### config.mk
export PLATFORM = sky130hd
export DESIGN_NAME = ysyx_2022040010_pipe_ctrl
export DESIGN_NICKNAME = d
export VERILOG_FILES = /design/src/rtl/ysyx_2022040010_pipe_ctrl_pkg.sv /design/src/rtl/ysyx_2022040010_pipe_ctrl_wdt.sv /design/src/rtl/ysyx_2022040010_pipe_ctrl.sv
export SDC_FILE = /design/constraint.sdc
export NUM_CORES = 1
export LEC_CHECK = 0
export CAP_MARGIN = 30
export CORE_AREA = 2 2 70 85
export CTS_BUF_LIST = sky130_fd_sc_hd__clkbuf_2
export DETAILED_ROUTE_END_ITERATION = 6
export DIE_AREA = 0 0 72 87
export GPL_ROUTABILITY_DRIVEN = 0
export GPL_TIMING_DRIVEN = 0
export PLACE_DENSITY = 0.78
export SLEW_MARGIN = 20
export SYNTH_ARGS = -nofsm -noshare
export SYNTH_HDL_FRONTEND = slang
export SYNTH_SLANG_ARGS = --single-unit
export TNS_END_PERCENT = 20
### constraint.sdc
create_clock -name clk -period 3.9 [get_ports clk]
set_clock_uncertainty 0.1 [all_clocks]
set_input_delay 0.585 -clock clk [delete_from_list [all_inputs] [get_ports clk]]
set_output_delay 0.585 -clock clk [all_outputs]
set_load 0.05 [all_outputs]
### src/rtl/ysyx_2022040010_pipe_ctrl_pkg.sv
// Shared definitions for the pipeline hazard controller: FSM state
// encodings, stage index constants and default parameter values.
package ysyx_2022040010_pipe_ctrl_pkg;

  typedef enum logic [1:0] {
    ST_IDLE     = 2'd0,
    ST_MEM_WAIT = 2'd1,
    ST_REPLAY   = 2'd2
  } pc_state_e;

  localparam int NSTAGE_DEF    = 5;
  localparam int EX_STAGE_DEF  = 2;
  localparam int MEM_STAGE_DEF = 3;
  localparam int PC_W_DEF      = 32;
  localparam int TMO_W_DEF     = 8;

  // Stage indices fixed by the pipeline shape (IF=0, ID=1).
  localparam int STAGE_IF = 0;
  localparam int STAGE_ID = 1;

  // Stall/flush bus for the default pipeline depth.
  typedef logic [NSTAGE_DEF-1:0] stall_bus_t;

endpackage

### src/rtl/ysyx_2022040010_pipe_ctrl_wdt.sv
// Miss watchdog: saturating counter with synchronous clear and count
// enable, plus a sticky flag that rises when the counter reaches its
// maximum value (2**W-1) and stays set until reset.
// Ports:
//   clk, rst  clock, asynchronous active-high reset
//   clr_i     clear the counter (flag is unaffected)
//   en_i      count one wait cycle
//   flag_o    sticky timeout flag (registered)
module ysyx_2022040010_wdt #(
  parameter int W = 8
) (
  input  logic clk,
  input  logic rst,
  input  logic clr_i,
  input  logic en_i,
  output logic flag_o
);

  localparam logic [W-1:0] CNT_MAX = '1;

  logic [W-1:0] cnt_q, cnt_d;
  logic         flag_q, flag_d;

  always_comb begin
    cnt_d = cnt_q;
    if (clr_i) begin
      cnt_d = '0;
    end else if (en_i && (cnt_q != CNT_MAX)) begin
      cnt_d = cnt_q + 1'b1;
    end
    // Flag rises on the same edge the counter reaches its maximum.
    flag_d = flag_q | (cnt_d == CNT_MAX);
  end

  // NOTE: sequential state uses non-blocking assignments so every flop
  // samples the pre-edge values of the others.
  always_ff @(posedge clk or posedge rst) begin
    if (rst) begin
      cnt_q  <= '0;
      flag_q <= 1'b0;
    end else begin
      cnt_q  <= cnt_d;
      flag_q <= flag_d;
    end
  end

  assign flag_o = flag_q;

endmodule

### src/rtl/ysyx_2022040010_pipe_ctrl.sv
// Pipeline hazard controller. Merges branch redirect, multi-cycle EX busy,
// load-use and memory-miss requests into per-stage stall/flush vectors and
// a redirect PC. A redirect arriving while memory is outstanding is parked
// in a pending register and replayed the cycle after the memory ack.
// Ports:
//   clk, rst                   clock, asynchronous active-high reset
//   req_redirect, redirect_pc  EX redirect pulse and target
//   req_ex_busy, req_load_use  level hazards
//   req_mem, mem_ack           memory request (held) and completion
//   stall, flush               per-stage hold / bubble (combinational)
//   new_pc_valid, new_pc       fetch redirect (combinational)
//   timeout                    sticky watchdog error (registered)
module ysyx_2022040010_pipe_ctrl
  import ysyx_2022040010_pipe_ctrl_pkg::*;
#(
  parameter int NSTAGE    = NSTAGE_DEF,
  parameter int EX_STAGE  = EX_STAGE_DEF,
  parameter int MEM_STAGE = MEM_STAGE_DEF,
  parameter int PC_W      = PC_W_DEF,
  parameter int TMO_W     = TMO_W_DEF
) (
  input  logic              clk,
  input  logic              rst,
  input  logic              req_redirect,
  input  logic [PC_W-1:0]   redirect_pc,
  input  logic              req_ex_busy,
  input  logic              req_load_use,
  input  logic              req_mem,
  input  logic              mem_ack,
  output logic [NSTAGE-1:0] stall,
  output logic [NSTAGE-1:0] flush,
  output logic              new_pc_valid,
  output logic [PC_W-1:0]   new_pc,
  output logic              timeout
);

  pc_state_e         state_q, state_d;
  logic              pend_valid_q, pend_valid_d;
  logic [PC_W-1:0]   pend_pc_q, pend_pc_d;

  logic [NSTAGE-1:0] stall_c, flush_c;
  logic              npv_c;
  logic [PC_W-1:0]   npc_c;
  logic              wdt_en, wdt_clr;

  // Hold-to-S: stages 0..S hold, stage S+1 takes a bubble.
  function automatic logic [NSTAGE-1:0] hold_stall(input int s);
    logic [NSTAGE-1:0] r;
    for (int k = 0; k < NSTAGE; k++) r[k] = (k <= s);
    return r;
  endfunction

  function automatic logic [NSTAGE-1:0] hold_flush(input int s);
    logic [NSTAGE-1:0] r;
    for (int k = 0; k < NSTAGE; k++) r[k] = (k == s + 1);
    return r;
  endfunction

  // Redirect squashes every stage younger than EX.
  function automatic logic [NSTAGE-1:0] front_flush();
    logic [NSTAGE-1:0] r;
    for (int k = 0; k < NSTAGE; k++) r[k] = (k < EX_STAGE);
    return r;
  endfunction

  always_comb begin
    // NOTE: every combinational output gets a default first, so no path
    // through the case can leave one unassigned and infer a latch.
    state_d      = state_q;
    pend_valid_d = pend_valid_q;
    pend_pc_d    = pend_pc_q;
    stall_c      = '0;
    flush_c      = '0;
    npv_c        = 1'b0;
    npc_c        = '0;
    wdt_en       = 1'b0;
    wdt_clr      = 1'b0;

    unique case (state_q)
      ST_IDLE: begin
        if (req_mem && !mem_ack) begin
          stall_c = hold_stall(MEM_STAGE);
          flush_c = hold_flush(MEM_STAGE);
          state_d = ST_MEM_WAIT;
          // The memory op is older than the redirecting EX op: park it.
          if (req_redirect) begin
            pend_valid_d = 1'b1;
            pend_pc_d    = redirect_pc;
          end
        end else if (req_redirect) begin
          flush_c = front_flush();
          npv_c   = 1'b1;
          npc_c   = redirect_pc;
        end else if (req_ex_busy) begin
          stall_c = hold_stall(EX_STAGE);
          flush_c = hold_flush(EX_STAGE);
        end else if (req_load_use) begin
          stall_c = hold_stall(STAGE_ID);
          flush_c = hold_flush(STAGE_ID);
        end
      end

      ST_MEM_WAIT: begin
        // EX is frozen while waiting, so only the first pulse is real.
        if (req_redirect && !pend_valid_q) begin
          pend_valid_d = 1'b1;
          pend_pc_d    = redirect_pc;
        end
        if (mem_ack) begin
          wdt_clr = 1'b1;
          state_d = pend_valid_d ? ST_REPLAY : ST_IDLE;
        end else begin
          stall_c = hold_stall(MEM_STAGE);
          flush_c = hold_flush(MEM_STAGE);
          wdt_en  = 1'b1;
        end
      end

      ST_REPLAY: begin
        flush_c      = front_flush();
        npv_c        = 1'b1;
        npc_c        = pend_pc_q;
        pend_valid_d = 1'b0;
        state_d      = ST_IDLE;
      end

      default: state_d = ST_IDLE;
    endcase
  end

  // NOTE: the pending PC is reset along with its valid bit; it is a single
  // register, not a memory array, so the reset costs nothing meaningful and
  // keeps new_pc free of X after reset.
  always_ff @(posedge clk or posedge rst) begin
    if (rst) begin
      state_q      <= ST_IDLE;
      pend_valid_q <= 1'b0;
      pend_pc_q    <= '0;
    end else begin
      state_q      <= state_d;
      pend_valid_q <= pend_valid_d;
      pend_pc_q    <= pend_pc_d;
    end
  end

  ysyx_2022040010_wdt #(
    .W(TMO_W)
  ) u_wdt (
    .clk    (clk),
    .rst    (rst),
    .clr_i  (wdt_clr),
    .en_i   (wdt_en),
    .flag_o (timeout)
  );

  // Requests are live during reset, so the decode is forced quiet.
  assign stall        = rst ? '0 : stall_c;
  assign flush        = rst ? '0 : flush_c;
  assign new_pc_valid = rst ? 1'b0 : npv_c;
  assign new_pc       = rst ? '0 : npc_c;

endmodule

-- Yosys cells after proc, flatten, opt, wreduce, memory -nomap -nowiden
Index checks and enable logic that the tools add are counted.
Widths: inputs -> output; s select.
- add/subtract/negate cells: 1
- equal/unequal tests: 8
- mux-type cells: 41
- bitwise gates (word level): 1
- reductions and logical operators: 11
- operators with widths (kind ; number):
    $mux 32 ; 6
    $pmux 32 s2 ; 2
    $mux 5 ; 4
    $mux 4 ; 4
    $mux 8 ; 2
    $pmux 5 s3 ; 1
    $mux 1 ; 11
    $mux 3 ; 3
    $add 8x1->8 const B ; 1
    $eq 8x8->1 const B ; 1
    $mux 2 ; 4
    $ne 2x2->1 const B ; 4
    $ne 8x8->1 const B ; 1
    $pmux 4 s2 ; 1
    $pmux 2 s2 ; 1
    $reduce_and 4->1 ; 1
    $logic_and 1x1->1 ; 3
    $pmux 1 s3 ; 1
    $reduce_and 3->1 ; 1
    $reduce_bool 3->1 ; 1
    $eq 2x1->1 const B ; 1
    $eq 2x2->1 const B ; 1
    $logic_not 1->1 ; 2
    $logic_not 2->1 ; 1
    4 further kinds ; 4
- bits in registers: 44
- input port bits: 39
- output and inout port bits: 44
- word-level logic and storage cells: 67

-- Depth between registers and ports, before layout
Gate-level depths: netlist (run 1).
- word-level depth: 7
- mapped depth: 8

-- Hierarchy
From an unflattened synthesis (run 1), not the netlist that was laid out.
- cell total of the unflattened synthesis: 222
- area total of the unflattened synthesis: 2645.0 um2
- by module, submodules not included (module ; times used ; cells each ; area an instance (um2)):
    ysyx_2022040010_pipe_ctrl ; 1 ; 163 ; 2043.2
    ysyx_2022040010_wdt ; 1 ; 59 ; 601.8

-- Worst setup path before layout (run 1)
OpenSTA, ideal clock, no wires.
- path type: input to output
- from: input req_mem
- to: output flush[1]
- arrival time: 2.516 ns
- path slack: 0.699 ns
- stages on the path: 7
- buffers on the path: 3
- path through: a211oi_1 and2_1 clkbuf_1 buf_2 nor2_1 nor2_1 buf_4
- longest elaborated chain between the ends: 4
- RTL lines (what ; line ; text):
    start, declared ; ysyx_2022040010_pipe_ctrl.sv:28 ; input logic req_mem,
    $logic_and 1x1->1 ; ysyx_2022040010_pipe_ctrl.sv:81 ; if (req_mem && !mem_ack) begin
    $mux 5 ; ysyx_2022040010_pipe_ctrl.sv:81 ;
    $pmux 5 s3 ; ysyx_2022040010_pipe_ctrl.sv:79 ; unique case (state_q)
    $mux 5 ; ysyx_2022040010_pipe_ctrl.sv:158 ; assign flush = rst ? '0 : flush_c;
    end, declared ; ysyx_2022040010_pipe_ctrl.sv:31 ; output logic [NSTAGE-1:0] flush,
Every way passes these cells.

-- Final worst setup path (run 1)
- from: input mem_ack
- to: output new_pc[15]
- longest elaborated chain between the ends: 5
- RTL lines (what ; line ; text):
    start, declared ; ysyx_2022040010_pipe_ctrl.sv:29 ; input logic mem_ack,
    $logic_not 1->1 ; ysyx_2022040010_pipe_ctrl.sv:81 ;
    $logic_and 1x1->1 ; ysyx_2022040010_pipe_ctrl.sv:81 ;
    $mux 32 ; ysyx_2022040010_pipe_ctrl.sv:81 ;
    $pmux 32 s2 ; ysyx_2022040010_pipe_ctrl.sv:79 ;
    $mux 32 ; ysyx_2022040010_pipe_ctrl.sv:160 ; assign new_pc = rst ? '0 : npc_c;
    end, declared ; ysyx_2022040010_pipe_ctrl.sv:33 ; output logic [PC_W-1:0] new_pc,
Every way passes these cells.

==> impl_results.html, run 1 <==
<table>
<tr><th>Metric</th><th>Value</th></tr>
<tr><th colspan="2">Status</th></tr>
<tr><td>Run status</td><td>complete, no violations</td></tr>
<tr><th colspan="2">Drt</th></tr>
<tr><td>Routed Wire Length</td><td>5.55 mm</td></tr>
<tr><td>Routed len/inst</td><td>14.5 um</td></tr>
<tr><td>Count of unresolved DRC violations after routing</td><td>0</td></tr>
<tr><td>Vias after detailed routing</td><td>~2.1k</td></tr>
<tr><td>Antenna Violating Nets Remaining</td><td>0</td></tr>
<tr><td>DRT Pass-1 Iters</td><td>4</td></tr>
<tr><td>Count of routing violations after the opening detailed-route iteration</td><td>55</td></tr>
<tr><td>Avg Vias per Cell</td><td>5.41</td></tr>
<tr><th colspan="2">Die</th></tr>
<tr><td>Die Outline Area</td><td>about 0.0063 sq mm</td></tr>
<tr><td>Placeable Area</td><td>0.00552 sq mm</td></tr>
<tr><td>Standard-cell row count</td><td>30</td></tr>
<tr><td>DIE HEIGHT</td><td>87 um</td></tr>
<tr><td>Horizontal die dimension</td><td>72 um</td></tr>
<tr><td>I/O Pins</td><td>between 80 and 90</td></tr>
<tr><td>Initial standard-cell utilization of the core</td><td>42.9%</td></tr>
<tr><th colspan="2">Timing</th></tr>
<tr><td>Crit share post-route</td><td>between 90% and 100%</td></tr>
<tr><td>Total negative setup slack</td><td>0 ns</td></tr>
<tr><td>F_max</td><td>263 MHz</td></tr>
<tr><td>Slew headroom</td><td>64.2%</td></tr>
<tr><td>Unrepaired setup endpoints after global routing</td><td>true</td></tr>
<tr><td>Worst Hold Slack</td><td>0.195 ns</td></tr>
<tr><td>Number of max-slew violations in the final report</td><td>0</td></tr>
<tr><td>Number of endpoints with negative hold slack in the final report</td><td>0</td></tr>
<tr><td>Time the worst path needs with I/O delays and setup</td><td>3.80 ns</td></tr>
<tr><td>Setup-failing EPs final</td><td>0</td></tr>
<tr><td>Slew at the pin closest to its max-slew limit</td><td>0.532 ns</td></tr>
<tr><th colspan="2">Logic synthesis</th></tr>
<tr><td>Syn Inst Count</td><td>231</td></tr>
<tr><td>Unique cell type count in the Yosys netlist</td><td>40</td></tr>
<tr><td>Number of warnings issued by yosys</td><td>0</td></tr>
<tr><td>Post-Syn Area per Cell</td><td>10.3 sq um</td></tr>
<tr><td>Nets in the synthesized netlist</td><td>around 270</td></tr>
<tr><td>Number of synthesized register bits</td><td>44</td></tr>
<tr><td>Share of the yosys chip area belonging to registers</td><td>46.5%</td></tr>
<tr><td>Area of the mapped netlist</td><td>0.00237 sq mm</td></tr>
<tr><th colspan="2">Critical path</th></tr>
<tr><td>Setup slack of the most critical reg-to-reg path</td><td>1.72 ns</td></tr>
<tr><td>Max incr delay on CP</td><td>0.59 ns</td></tr>
<tr><td>Top delay family on crit path</td><td>buffers and inverters</td></tr>
<tr><td>Critical path capture point type</td><td>output pin</td></tr>
<tr><td>Data required time of the critical path</td><td>3.21 ns</td></tr>
<tr><td>Slowest cell on crit path</td><td>clkdlybuf4s50_1</td></tr>
<tr><td>R2R Path Start</td><td>state_q[1]</td></tr>
<tr><td>FF-to-FF path depth</td><td>6</td></tr>
<tr><td>Category of the worst setup path launch point</td><td>input port</td></tr>
<tr><td>Ordered cell list for the critical path</td><td>clkdlybuf4s50_1, inv_1, a211oi_1, and2_1, clkbuf_1, buf_2, a22oi_1, nor2_1, clkdlybuf4s15_1</td></tr>
<tr><td>Crit Path Max Fanout</td><td>10</td></tr>
<tr><td>Sum of buffers and inverters on the critical path</td><td>5</td></tr>
<tr><td>Worst Path Arrival</td><td>3.12 ns</td></tr>
<tr><td>Critical path class</td><td>input port to output pin</td></tr>
<tr><td>Reg-to-reg endpoint</td><td>pend_pc_q[18]</td></tr>
<tr><th colspan="2">Cells and area</th></tr>
<tr><td>Syn-to-layout area delta</td><td>34.1%</td></tr>
<tr><td>Antenna diode count</td><td>0</td></tr>
<tr><td>Number of nets in the finished design</td><td>359</td></tr>
<tr><td>Fraction of final layout cells sized beyond drive strength 1</td><td>27.8%</td></tr>
<tr><th colspan="2">Pwr</th></tr>
<tr><td>Static power due to leakage</td><td>around 1.5 nW</td></tr>
<tr><td>Share of power burned in registers</td><td>52.0%</td></tr>
<tr><td>Combinational share of power</td><td>33.3%</td></tr>
<tr><td>Sw Ratio</td><td>34.4%</td></tr>
<tr><td>Switching pwr</td><td>roughly 420 uW</td></tr>
<tr><td>Peak supply drop</td><td>roughly 0.21 mV</td></tr>
<tr><td>Total power of the final layout</td><td>1.23 mW</td></tr>
<tr><td>Internal power contribution</td><td>809 uW</td></tr>
<tr><td>Part of the total power dissipated in the clock network</td><td>14.7%</td></tr>
<tr><td>Power density of the placed cells</td><td>388 mW/mm^2</td></tr>
<tr><th colspan="2">Job</th></tr>
<tr><td>Total of max-cap violations</td><td>0</td></tr>
<tr><th colspan="2">Clocking</th></tr>
<tr><td>H-tree levels</td><td>2</td></tr>
<tr><td>Worst-Skew Late Latency</td><td>0.39 ns</td></tr>
<tr><td>Clock edge transition at the registers on the reported setup and hold paths</td><td>about 0.2 ns</td></tr>
<tr><td>Number of hold buffers added after CTS</td><td>0</td></tr>
<tr><td>Library cell used as clock root buffer</td><td>clkbuf_2</td></tr>
<tr><td>CTS sink count</td><td>44</td></tr>
<tr><td>Buffer depth of the longest clock path</td><td>2</td></tr>
<tr><td>Clock tree from TritonCTS</td><td>done</td></tr>
<tr><td>Number of CTS-inserted buffers</td><td>5</td></tr>
<tr><td># Post-CTS Setup Buffers</td><td>0</td></tr>
<tr><th colspan="2">Global route</th></tr>
<tr><td>Remaining global-route overflow</td><td>0</td></tr>
<tr><td>Global-route wire length before repair</td><td>slightly above 9 mm</td></tr>
<tr><td>Pin count of the biggest net entering global routing</td><td>26</td></tr>
<tr><td>Number of antenna violations at the first check in global routing</td><td>0</td></tr>
<tr><td>Global routing usage summed across all routing layers</td><td>18.4%</td></tr>
<tr><td>Via count of the first global-routing pass</td><td>2020</td></tr>
<tr><th colspan="2">Place</th></tr>
<tr><td>Estimated wirelength of the detail-placed design</td><td>4.16 mm</td></tr>
<tr><td>Count of input and output buffers</td><td>80</td></tr>
<tr><th colspan="2">Hold path</th></tr>
<tr><td>Type of the worst min-delay path</td><td>input port to asynchronous set/reset pin</td></tr>
</table>
## metrics by stage
| stage | cell area (sq um) | instances | setup WS, ns | utilization (%) |
|---|---|---|---|---|
| 2_1_floorplan | 2370 | 231 | 0.699 | - |
| 3_3_place_gp | 3250 | 375 | -0.213 | 58.9 |
| 3_5_place_dp | 3270 | 376 | -0.289 | 59.3 |
| 4_1_cts | 3270 | 384 | 0.00398 | 59.2 |
| 5_1_grt | 3180 | 384 | -0.0511 | 57.6 |
| 6_report | 3180 | 384 | 0.0995 | 57.6 |
## worst max-delay path by stage
stage	startpoint	endpoint	slack, ns	cells past startpoint
2_1_floorplan	req_mem	flush[1]	0.70	7
3_3_place_gp	mem_ack	flush[1]	-0.21	10
3_5_place_dp	mem_ack	flush[1]	-0.29	10
4_1_cts	mem_ack	flush[1]	0.004	10
5_1_grt	mem_ack	new_pc[15]	-0.05	9
6_report	mem_ack	new_pc[15]	0.1	9
## power groups by stage
stage               Combinational (mW)  Clock, mW  Sequential (mW)
finish                           0.410      0.181            0.641
global route                     0.448      0.215            0.655
CTS                              0.418      0.193            0.640
detailed placement               0.429          0            0.651
global placement                 0.418          0            0.643
floorplan                        0.303          0            0.632
## cell type report
| type | count | area [sq um] |
|---|---|---|
| Tap cell | 64 | 80.1 |
| Buffer | 21 | 100 |
| Clock inverter | 3 | 13.8 |
| Fill cell | 521 | 2340 |
| Clock buffer | 5 | 25.0 |
| Timing Repair Buffer | 81 | 688 |
| Inverter | 5 | 18.8 |
| Multi-Input combinational cell | 161 | 1150 |
| Sequential cell | 44 | 1100 |
## timing repair
item,CTS,global route
gates resized for setup,32,63
setup endpoints to repair,32,35
hold endpoints to repair,0,0
## cells by family after synthesis
logic type	after synthesis	share of synthesized area [%]
simple gates	72	14.7
compound gates	51	16.2
flops	44	46.5
mux	35	16.5
buf+inv	26	5.02
fa+ha+maj	1	0.528
other cells	1	0.158
xor+xnor	1	0.370
## flip-flops by register name, indices dropped and copies added (netlist names)
signal        flops
pend_valid_q      1
pend_pc_q        32
u_wdt.cnt_q       8
state_q           2
u_wdt.flag_o      1
## synthesized netlist by cell type
cell type / number / area (sq um)
a22oi_1: 32 / 240
buf_4: 3 / 22.5
and4b_1: 1 / 10.0
and3_2: 1 / 7.51
mux2_2: 32 / 360
o21ai_0: 3 / 15.0
a21oi_1: 3 / 15.0
a41oi_1: 1 / 8.76
nand2_1: 7 / 26.3
and2_1: 1 / 6.26
a21boi_2: 1 / 11.3
nor2_1: 46 / 173
a311oi_1: 1 / 8.76
and2b_2: 1 / 8.76
a311oi_2: 1 / 15.0
clkbuf_1: 10 / 37.5
nor3b_4: 1 / 18.8
mux2i_1: 3 / 30.0
xor2_1: 1 / 8.76
a211oi_1: 3 / 22.5
nand3b_1: 2 / 15.0
or2_2: 1 / 6.26
a41o_1: 1 / 10.0
a21o_1: 1 / 7.51
nand3_1: 1 / 5.00
and2_2: 2 / 15.0
conb_1: 1 / 3.75
o211ai_1: 2 / 15.0
ha_1: 1 / 12.5
and4_1: 1 / 8.76
a31oi_1: 1 / 6.26
nor3b_1: 1 / 7.51
inv_1: 5 / 18.8
and3b_2: 1 / 10.0
dfrtp_1: 44 / 1100
o2bb2ai_1: 1 / 8.76
buf_2: 7 / 35.0
and3_1: 3 / 18.8
clkbuf_2: 1 / 5.00
nand4_1: 2 / 12.5
## metal layers
layer | vias up | GRT usage, % | wire, um | share of wire (%)
met1 | 1006 | 22.8 | 2310 | 42
met5 | - | 0 | 0 | 0
li1 | 1004 | - | - | -
met2 | 59 | 31.6 | 2860 | 51
met3 | 10 | 4.63 | 291 | 5.2
met4 | 0 | 5.49 | 89 | 1.6
## cell usage in the layout, fill, tap and decap left out, types with 3 or more instances in the layout
cell / n
a211oi_1: 3
a21oi_1: 3
a22oi_1: 32
and3_1: 3
buf_2: 7
buf_4: 3
clkbuf_1: 10
clkbuf_2: 34
clkdlybuf4s15_1: 4
clkdlybuf4s50_1: 45
dfrtp_1: 44
dlymetal6s2s_1: 3
inv_1: 4
mux2_2: 32
mux2i_1: 3
nand2_1: 7
nor2_1: 46
o21ai_0: 3
Power figures use the tool's default switching activity.
==> run 2, diff against run 1 <==
==> constraint.sdc (replaced) <==
create_clock -name clk -period 3.9 [get_ports clk]
set_clock_uncertainty 0.1 [all_clocks]
set_input_delay 0.78 -clock clk [delete_from_list [all_inputs] [get_ports clk]]
set_output_delay 0.78 -clock clk [all_outputs]
set_load 0.05 [all_outputs]
==> impl_results.html, run 2 (same netlist as run 1, synthesis figures left out) <==
<table>
<tr><th>Metric</th><th>Value</th></tr>
<tr><th colspan="2">Pwr</th></tr>
<tr><td>Peak supply drop</td><td>0.213 mV (about the same)</td></tr>
<tr><td>Static power due to leakage</td><td>1.42 nW (was 1.46 nW)</td></tr>
<tr><td>Total power of the final layout</td><td>1.24 mW (was 1.23 mW)</td></tr>
<tr><td>Power density of the placed cells</td><td>374 mW/mm^2 (was 388 mW/mm^2)</td></tr>
<tr><th colspan="2">Clocking</th></tr>
<tr><td>H-tree levels</td><td>2 (unchanged)</td></tr>
<tr><td>Buffer depth of the longest clock path</td><td>2 (unchanged)</td></tr>
<tr><td>CTS sink count</td><td>44 (unchanged)</td></tr>
<tr><td>Worst-Skew Late Latency</td><td>0.38 ns (was 0.39 ns)</td></tr>
<tr><td>Library cell used as clock root buffer</td><td>clkbuf_2 (unchanged)</td></tr>
<tr><td># Post-CTS Setup Buffers</td><td>0 (unchanged)</td></tr>
<tr><td>Clock tree from TritonCTS</td><td>done (unchanged)</td></tr>
<tr><td>Number of CTS-inserted buffers</td><td>5 (unchanged)</td></tr>
<tr><td>Clock edge transition at the registers on the reported setup and hold paths</td><td>0.19 ns (was 0.20 ns)</td></tr>
<tr><th colspan="2">Critical path</th></tr>
<tr><td>Worst Path Arrival</td><td>2.87 ns (was 3.12 ns)</td></tr>
<tr><td>Top delay family on crit path</td><td>buffers and inverters (unchanged)</td></tr>
<tr><td>Number of stages on the worst setup path</td><td>5 (was 9)</td></tr>
<tr><td>Ordered cell list for the critical path</td><td>clkdlybuf4s50_1, nor2_1, o21ai_0, a211oi_1, clkdlybuf4s50_1 (was clkdlybuf4s50_1, inv_1, a211oi_1, and2_1, clkbuf_1, buf_2, a22oi_1, nor2_1, clkdlybuf4s15_1)</td></tr>
<tr><td>Max incr delay on CP</td><td>0.87 ns (was 0.59 ns)</td></tr>
<tr><td>Data required time of the critical path</td><td>3.02 ns (was 3.21 ns)</td></tr>
<tr><td>R2R Path Start</td><td>state_q[1] (unchanged)</td></tr>
<tr><td>Startpoint of the most critical setup path</td><td>mem_ack (unchanged)</td></tr>
<tr><td>FF-to-FF path depth</td><td>6 (unchanged)</td></tr>
<tr><td>Crit Path Max Fanout</td><td>5 (was 10)</td></tr>
<tr><td>Slowest cell on crit path</td><td>clkdlybuf4s50_1 (unchanged)</td></tr>
<tr><td>Sum of buffers and inverters on the critical path</td><td>2 (was 5)</td></tr>
<tr><td>Critical path capture point type</td><td>output pin (unchanged)</td></tr>
<tr><td>Category of the worst setup path launch point</td><td>input port (unchanged)</td></tr>
<tr><td>Critical path's most frequent cell</td><td>clkdlybuf4s50_1</td></tr>
<tr><td>Reg-to-reg endpoint</td><td>pend_pc_q[18] (unchanged)</td></tr>
<tr><td>Setup slack of the most critical reg-to-reg path</td><td>1.89 ns (was 1.72 ns)</td></tr>
<tr><td>Crit path to</td><td>stall[0] (was new_pc[15])</td></tr>
<tr><td>Critical path class</td><td>input port to output pin (unchanged)</td></tr>
<tr><th colspan="2">Cells and area</th></tr>
<tr><td>Non-Filler Cell Area, Final</td><td>0.00331 sq mm (was 0.00318 sq mm)</td></tr>
<tr><td>Register containing the most flip-flops in the final layout</td><td>pend_pc_q (unchanged)</td></tr>
<tr><td>Largest registers in the final layout</td><td>pend_pc_q (32), u_wdt.cnt_q (8), state_q (2) (unchanged)</td></tr>
<tr><td>Most frequent cells in the layout</td><td>nor2_1, clkdlybuf4s50_1, dfrtp_1 (unchanged)</td></tr>
<tr><td>Antenna diode count</td><td>0 (unchanged)</td></tr>
<tr><td>Max FFs per register</td><td>32 (unchanged)</td></tr>
<tr><td>Syn-to-layout area delta</td><td>39.9% (was 34.1%)</td></tr>
<tr><td>Number of nets in the finished design</td><td>358 (was 359)</td></tr>
<tr><td>Most common library cell in the layout ignoring fill and taps</td><td>nor2_1 (unchanged)</td></tr>
<tr><td>Fraction of final layout cells sized beyond drive strength 1</td><td>29.8% (was 27.8%)</td></tr>
<tr><th colspan="2">Die</th></tr>
<tr><td>Placeable Area</td><td>0.00552 sq mm (unchanged)</td></tr>
<tr><td>Standard-cell row count</td><td>30 (unchanged)</td></tr>
<tr><td>I/O Pins</td><td>83 (unchanged)</td></tr>
<tr><td>DIE HEIGHT</td><td>87 um (unchanged)</td></tr>
<tr><td>Horizontal die dimension</td><td>72 um (unchanged)</td></tr>
<tr><td>Initial standard-cell utilization of the core</td><td>42.9% (unchanged)</td></tr>
<tr><td>Die Outline Area</td><td>0.00626 sq mm (unchanged)</td></tr>
<tr><th colspan="2">Drt</th></tr>
<tr><td>Antenna Violating Nets Remaining</td><td>0 (unchanged)</td></tr>
<tr><td>Routed len/inst</td><td>14.6 um (was 14.5 um)</td></tr>
<tr><td>Vias after detailed routing</td><td>2064 (was 2079)</td></tr>
<tr><td>DRT Pass-1 Iters</td><td>5 (was 4)</td></tr>
<tr><td>Routed Wire Length</td><td>5.58 mm (was 5.55 mm)</td></tr>
<tr><td>Avg Vias per Cell</td><td>5.39 (was 5.41)</td></tr>
<tr><td>Count of routing violations after the opening detailed-route iteration</td><td>59 (was 55)</td></tr>
<tr><td>Count of unresolved DRC violations after routing</td><td>0 (unchanged)</td></tr>
<tr><th colspan="2">Place</th></tr>
<tr><td>Standard cell area after detailed placement</td><td>0.00327 sq mm (unchanged)</td></tr>
<tr><td>Count of input and output buffers</td><td>80 (unchanged)</td></tr>
<tr><td>Estimated wirelength of the detail-placed design</td><td>4.16 mm (unchanged)</td></tr>
<tr><th colspan="2">Global route</th></tr>
<tr><td>Global-route wire length before repair</td><td>9.22 mm (was 9.14 mm)</td></tr>
<tr><td>Via count of the first global-routing pass</td><td>2036 (was 2020)</td></tr>
<tr><td>Number of antenna violations at the first check in global routing</td><td>0 (unchanged)</td></tr>
<tr><td>Global routing usage summed across all routing layers</td><td>18.5% (was 18.4%)</td></tr>
<tr><td>Remaining global-route overflow</td><td>0 (unchanged)</td></tr>
<tr><td>Pin count of the biggest net entering global routing</td><td>26 (unchanged)</td></tr>
<tr><th colspan="2">Hold path</th></tr>
<tr><td>Type of the worst min-delay path</td><td>input port to asynchronous set/reset pin (unchanged)</td></tr>
<tr><th colspan="2">Timing</th></tr>
<tr><td>Setup-failing EPs final</td><td>0 (unchanged)</td></tr>
<tr><td>F_max</td><td>267 MHz (was 263 MHz)</td></tr>
<tr><td>Slew headroom</td><td>65.1% (was 64.2%)</td></tr>
<tr><td>Unrepaired setup endpoints after global routing</td><td>false (was true)</td></tr>
<tr><td>Time the worst path needs with I/O delays and setup</td><td>3.75 ns (was 3.80 ns)</td></tr>
<tr><td>Crit share post-route</td><td>96.1% (was 97.4%)</td></tr>
<tr><td>Total negative setup slack</td><td>0 ns (unchanged)</td></tr>
<tr><td>Number of endpoints with negative hold slack in the final report</td><td>0 (unchanged)</td></tr>
<tr><td>Number of max-slew violations in the final report</td><td>0 (unchanged)</td></tr>
<tr><td>Slew at the pin closest to its max-slew limit</td><td>0.518 ns (was 0.532 ns)</td></tr>
<tr><td>Worst Hold Slack</td><td>0.410 ns (was 0.195 ns)</td></tr>
<tr><th colspan="2">Status</th></tr>
<tr><td>Run status</td><td>complete, no violations (unchanged)</td></tr>
<tr><th colspan="2">Job</th></tr>
<tr><td>Total of max-cap violations</td><td>0 (unchanged)</td></tr>
</table>
==> run 2: changes by cell type in the layout (fill, tap and decap cells not counted), moves of 3 or more <==
cell | before | now
clkdlybuf4s15_2 | 0 | 23
dlygate4sd2_1 | 0 | 3
clkbuf_2 | 34 | 6
buf_2 | 7 | 10
clkdlybuf4s15_1 | 4 | 0
==> run 2: how the worst min path moves through the flow <==
| stage | startpoint | endpoint | slack [ns] |
|---|---|---|---|
| finish | rst | pend_pc_q[27] | 0.41 |
| detailed placement | u_wdt.flag_o | u_wdt.flag_o | 0.39 |
| global placement | u_wdt.flag_o | u_wdt.flag_o | 0.37 |
| floorplan | pend_pc_q[1] | pend_pc_q[1] | 0.38 |
| CTS | rst | pend_pc_q[27] | 0.39 |
| global route | rst | pend_pc_q[27] | 0.41 |
==> run 2: routing by layer <==
metal | track usage (%) | part of all wire [%]
met1 | 22.9 | 42
met2 | 32.1 | 53
met5 | 0 | 0
met4 | 4.97 | 0.82
met3 | 4.63 | 4.2
==> run 2: power by group <==
| part | leakage (nW) | switching [mW] | internal, mW |
|---|---|---|---|
| registers | 0.536 | 0.0677 | 0.574 |
| clock network | 0.0302 | 0.139 | 0.0404 |
| logic | 0.857 | 0.216 | 0.203 |
| total | 1.42 | 0.423 | 0.818 |
==> run 2: area by class of cell <==
| class | instances | area [sq um] |
|---|---|---|
| inverters | 5 | 18.8 |
| plain buffers | 20 | 104 |
| multi-input cells | 161 | 1150 |
| clock inverters | 3 | 13.8 |
| repair buffers | 81 | 816 |
| flip-flops and latches | 44 | 1100 |
| well taps | 64 | 80.1 |
| fillers | 493 | 2200 |
| clock buffers | 5 | 25.0 |
==> run 2: worst register-to-register path, stage by stage (launching register included) <==
cell and delay, ns:
dfrtp_1 0.41, clkbuf_2 0.18, a211oi_2 0.29, nor3b_1 0.11
nand2_1 0.17, buf_2 0.28, mux2_2 0.37
==> run 2: per-stage QoR <==
stage / std cells / setup slack, ns / utilization (%)
2_1_floorplan: 231 / 0.309 / -
3_3_place_gp: 375 / -0.603 / 58.9
3_5_place_dp: 376 / -0.679 / 59.3
4_1_cts: 384 / -0.00680 / 60.1
5_1_grt: 383 / 0.0740 / 60.0
6_report: 383 / 0.153 / 60.0
==> run 2: timing repair <==
item                       4_1_cts  5_1_grt
hold buffers                     0        0
gates resized for setup        113        7
setup endpoints to repair       35       35
pin swaps                        0        0
==> run 3, diff against run 2 <==
--- a/config.mk
+++ b/config.mk
@@ -6,15 +6,17 @@
 export NUM_CORES = 1
 export LEC_CHECK = 0
 export CAP_MARGIN = 30
-export CORE_AREA = 2 2 70 85
+export CELL_PAD_IN_SITES_DETAIL_PLACEMENT = 1
+export CELL_PAD_IN_SITES_GLOBAL_PLACEMENT = 1
+export CORE_AREA = 2 2 76 92
 export CTS_BUF_LIST = sky130_fd_sc_hd__clkbuf_2
 export DETAILED_ROUTE_END_ITERATION = 6
-export DIE_AREA = 0 0 72 87
+export DIE_AREA = 0 0 78 94
 export GPL_ROUTABILITY_DRIVEN = 0
 export GPL_TIMING_DRIVEN = 0
-export PLACE_DENSITY = 0.78
+export PLACE_DENSITY_LB_ADDON = 0.1
 export SLEW_MARGIN = 20
 export SYNTH_ARGS = -nofsm -noshare
 export SYNTH_HDL_FRONTEND = slang
 export SYNTH_SLANG_ARGS = --single-unit
-export TNS_END_PERCENT = 20
+export TNS_END_PERCENT = 50
==> impl_results.html, run 3 (same netlist as run 1, synthesis figures left out) <==
<table>
<tr><th>Metric</th><th>Value</th></tr>
<tr><th colspan="2">Clocking</th></tr>
<tr><td>Worst-Skew Late Latency</td><td>0.42 ns (was 0.38 ns)</td></tr>
<tr><td>Number of hold buffers added after CTS</td><td>0 (unchanged)</td></tr>
<tr><td>CTS sink count</td><td>44 (unchanged)</td></tr>
<tr><td>H-tree levels</td><td>2 (unchanged)</td></tr>
<tr><td>Clock tree from TritonCTS</td><td>done (unchanged)</td></tr>
<tr><td>Clock edge transition at the registers on the reported setup and hold paths</td><td>0.25 ns (was 0.19 ns)</td></tr>
<tr><td>Number of CTS-inserted buffers</td><td>5 (unchanged)</td></tr>
<tr><td>Library cell used as clock root buffer</td><td>clkbuf_2 (unchanged)</td></tr>
<tr><td>Buffer depth of the longest clock path</td><td>2 (unchanged)</td></tr>
<tr><th colspan="2">Cells and area</th></tr>
<tr><td>Syn-to-layout area delta</td><td>42.2% (was 39.9%)</td></tr>
<tr><td>Fraction of final layout cells sized beyond drive strength 1</td><td>30.1% (was 29.8%)</td></tr>
<tr><td>Combined area of the multi-input logic cells</td><td>0.00116 sq mm (was 0.00115 sq mm)</td></tr>
<tr><td>Number of nets in the finished design</td><td>358 (unchanged)</td></tr>
<tr><td>Most frequent cells in the layout</td><td>nor2_1, clkdlybuf4s50_1, dfrtp_1 (unchanged)</td></tr>
<tr><td>Max FFs per register</td><td>32 (unchanged)</td></tr>
<tr><td>Combined flip-flop and latch cell area</td><td>0.00110 sq mm (unchanged)</td></tr>
<tr><td>Most common library cell in the layout ignoring fill and taps</td><td>nor2_1 (unchanged)</td></tr>
<tr><td>Largest registers in the final layout</td><td>pend_pc_q (32), u_wdt.cnt_q (8), state_q (2) (unchanged)</td></tr>
<tr><td>Antenna diode count</td><td>0 (unchanged)</td></tr>
<tr><td>Register containing the most flip-flops in the final layout</td><td>pend_pc_q (unchanged)</td></tr>
<tr><td>Share of the core filled with cells in the final layout</td><td>52.6% (was 60.0%)</td></tr>
<tr><td>Fill cell total of the finished layout</td><td>741 (was 493)</td></tr>
<tr><th colspan="2">Pwr</th></tr>
<tr><td>Share of power burned in registers</td><td>48.2% (was 51.7%)</td></tr>
<tr><td>Combinational share of power</td><td>31.9% (was 33.8%)</td></tr>
<tr><td>Switching pwr</td><td>447 uW (was 423 uW)</td></tr>
<tr><td>Internal power contribution</td><td>888 uW (was 818 uW)</td></tr>
<tr><td>Static power due to leakage</td><td>1.44 nW (was 1.42 nW)</td></tr>
<tr><td>Peak supply drop</td><td>0.276 mV (was 0.213 mV)</td></tr>
<tr><td>Sw Ratio</td><td>33.5% (was 34.1%)</td></tr>
<tr><td>Power density of the placed cells</td><td>397 mW/mm^2 (was 374 mW/mm^2)</td></tr>
<tr><td>Part of the total power dissipated in the clock network</td><td>20.0% (was 14.5%)</td></tr>
<tr><th colspan="2">Timing</th></tr>
<tr><td>Number of endpoints with negative hold slack in the final report</td><td>0 (unchanged)</td></tr>
<tr><td>F_max</td><td>268 MHz (was 267 MHz)</td></tr>
<tr><td>Crit share post-route</td><td>95.7% (was 96.1%)</td></tr>
<tr><td>Worst Hold Slack</td><td>0.316 ns (was 0.410 ns)</td></tr>
<tr><td>Number of max-slew violations in the final report</td><td>0 (unchanged)</td></tr>
<tr><td>Time the worst path needs with I/O delays and setup</td><td>3.73 ns (was 3.75 ns)</td></tr>
<tr><td>Unrepaired setup endpoints after global routing</td><td>false (unchanged)</td></tr>
<tr><td>Slew at the pin closest to its max-slew limit</td><td>0.554 ns (was 0.518 ns)</td></tr>
<tr><td>Setup-failing EPs final</td><td>0 (unchanged)</td></tr>
<tr><td>Slew headroom</td><td>62.6% (was 65.1%)</td></tr>
<tr><th colspan="2">Die</th></tr>
<tr><td>DIE HEIGHT</td><td>94 um (was 87 um)</td></tr>
<tr><td>Horizontal die dimension</td><td>78 um (was 72 um)</td></tr>
<tr><td>Placeable Area</td><td>0.00641 sq mm (was 0.00552 sq mm)</td></tr>
<tr><td>Die Outline Area</td><td>0.00733 sq mm (was 0.00626 sq mm)</td></tr>
<tr><td>Standard-cell row count</td><td>32 (was 30)</td></tr>
<tr><td>Initial standard-cell utilization of the core</td><td>37.0% (was 42.9%)</td></tr>
<tr><td>I/O Pins</td><td>83 (unchanged)</td></tr>
<tr><th colspan="2">Global route</th></tr>
<tr><td>Global-route wire length before repair</td><td>10.8 mm (was 9.22 mm)</td></tr>
<tr><td>Remaining global-route overflow</td><td>0 (unchanged)</td></tr>
<tr><td>Via count of the first global-routing pass</td><td>2224 (was 2036)</td></tr>
<tr><td>Pin count of the biggest net entering global routing</td><td>32 (was 26)</td></tr>
<tr><td>Global routing usage summed across all routing layers</td><td>18.5% (about the same)</td></tr>
<tr><td>Number of antenna violations at the first check in global routing</td><td>0 (unchanged)</td></tr>
<tr><th colspan="2">Drt</th></tr>
<tr><td>Routed len/inst</td><td>15.7 um (was 14.6 um)</td></tr>
<tr><td>Count of routing violations after the opening detailed-route iteration</td><td>65 (was 59)</td></tr>
<tr><td>Routed Wire Length</td><td>6.33 mm (was 5.58 mm)</td></tr>
<tr><td>Avg Vias per Cell</td><td>5.16 (was 5.39)</td></tr>
<tr><td>Vias after detailed routing</td><td>2086 (was 2064)</td></tr>
<tr><td>Count of unresolved DRC violations after routing</td><td>0 (unchanged)</td></tr>
<tr><td>Antenna Violating Nets Remaining</td><td>0 (unchanged)</td></tr>
<tr><td>DRT Pass-1 Iters</td><td>4 (was 5)</td></tr>
<tr><th colspan="2">Place</th></tr>
<tr><td>Estimated wirelength of the detail-placed design</td><td>4.78 mm (was 4.16 mm)</td></tr>
<tr><td>Count of input and output buffers</td><td>80 (unchanged)</td></tr>
<tr><th colspan="2">Status</th></tr>
<tr><td>Run status</td><td>complete, no violations (unchanged)</td></tr>
<tr><th colspan="2">Critical path</th></tr>
<tr><td>Critical path capture point type</td><td>output pin (unchanged)</td></tr>
<tr><td>Data required time of the critical path</td><td>3.02 ns (about the same)</td></tr>
<tr><td>Crit Path Max Fanout</td><td>5 (unchanged)</td></tr>
<tr><td>Critical path class</td><td>input port to output pin (unchanged)</td></tr>
<tr><td>Setup slack of the most critical reg-to-reg path</td><td>1.89 ns (about the same)</td></tr>
<tr><td>Worst Path Arrival</td><td>2.85 ns (was 2.87 ns)</td></tr>
<tr><td>Category of the worst setup path launch point</td><td>input port (unchanged)</td></tr>
<tr><th colspan="2">Job</th></tr>
<tr><td>Total of max-cap violations</td><td>0 (unchanged)</td></tr>
<tr><th colspan="2">Hold path</th></tr>
<tr><td>Type of the worst min-delay path</td><td>input port to asynchronous set/reset pin (unchanged)</td></tr>
</table>
## run 3: layer usage
| layer | routed length, um | track usage, % | up-vias |
|---|---|---|---|
| met5 | 0 | 0 | - |
| met4 | 79 | 5.26 | 0 |
| met3 | 326 | 4.71 | 6 |
| met2 | 3330 | 33.9 | 41 |
| met1 | 2600 | 21.2 | 1037 |
| li1 | - | - | 1002 |
## run 3: area by class of cell
| cell class | instances | share of cell area (%) |
|---|---|---|
| multi-input cells | 161 | 34.5 |
| inverters | 5 | 0.557 |
| clock buffers | 5 | 0.743 |
| well taps | 85 | 3.16 |
| plain buffers | 20 | 3.01 |
| clock inverters | 3 | 1.41 |
| repair buffers | 81 | 23.9 |
| flip-flops and latches | 44 | 32.7 |
## run 3: critical path: stages
cell and delay (ns):
clkdlybuf4s50_1 0.51, nor2_1 0.13, o21ai_0 0.21, a211oi_1 0.35
clkdlybuf4s50_1 0.87
## run 3: final timing paths
| kind | startpoint | end | cells after the start |
|---|---|---|---|
| min in group clk | u_wdt.flag_o | u_wdt.flag_o | 1 |
| worst min-delay path | rst | u_wdt.cnt_q[3] | 2 |
| max in group asynchronous | rst | pend_pc_q[23] | 3 |
| worst max-delay path | mem_ack | stall[0] | 5 |
| worst min register to register | u_wdt.flag_o | u_wdt.flag_o | 1 |
| worst max register to register | state_q[0] | u_wdt.flag_o | 5 |
## run 3: what timing repair did
item / 4_1_cts / 5_1_grt
setup endpoints to repair: 35 / 32
resized for setup: 104 / 20
gates cloned: 0 / 0
buffers inserted: 0 / 0
## run 3: per-stage QoR
step	total power, mW	setup slack, ns	instances	cell area (sq um)	setup TNS (ns)
2_1_floorplan	0.935	0.309	231	2370	0
4_1_cts	1.36	0.0256	404	3410	0
3_3_place_gp	1.06	-0.642	396	3280	-18.30
3_5_place_dp	1.09	-0.721	397	3300	-20.72
6_report	1.34	0.167	404	3370	0
5_1_grt	1.43	0.00839	404	3370	0
## run 3: power by group through the flow
stage	logic, mW	clock network, mW	registers [mW]
3_5_place_dp	0.437	0	0.654
6_report	0.425	0.266	0.644
3_3_place_gp	0.422	0	0.643
4_1_cts	0.434	0.282	0.643
5_1_grt	0.464	0.298	0.663
2_1_floorplan	0.303	0	0.632
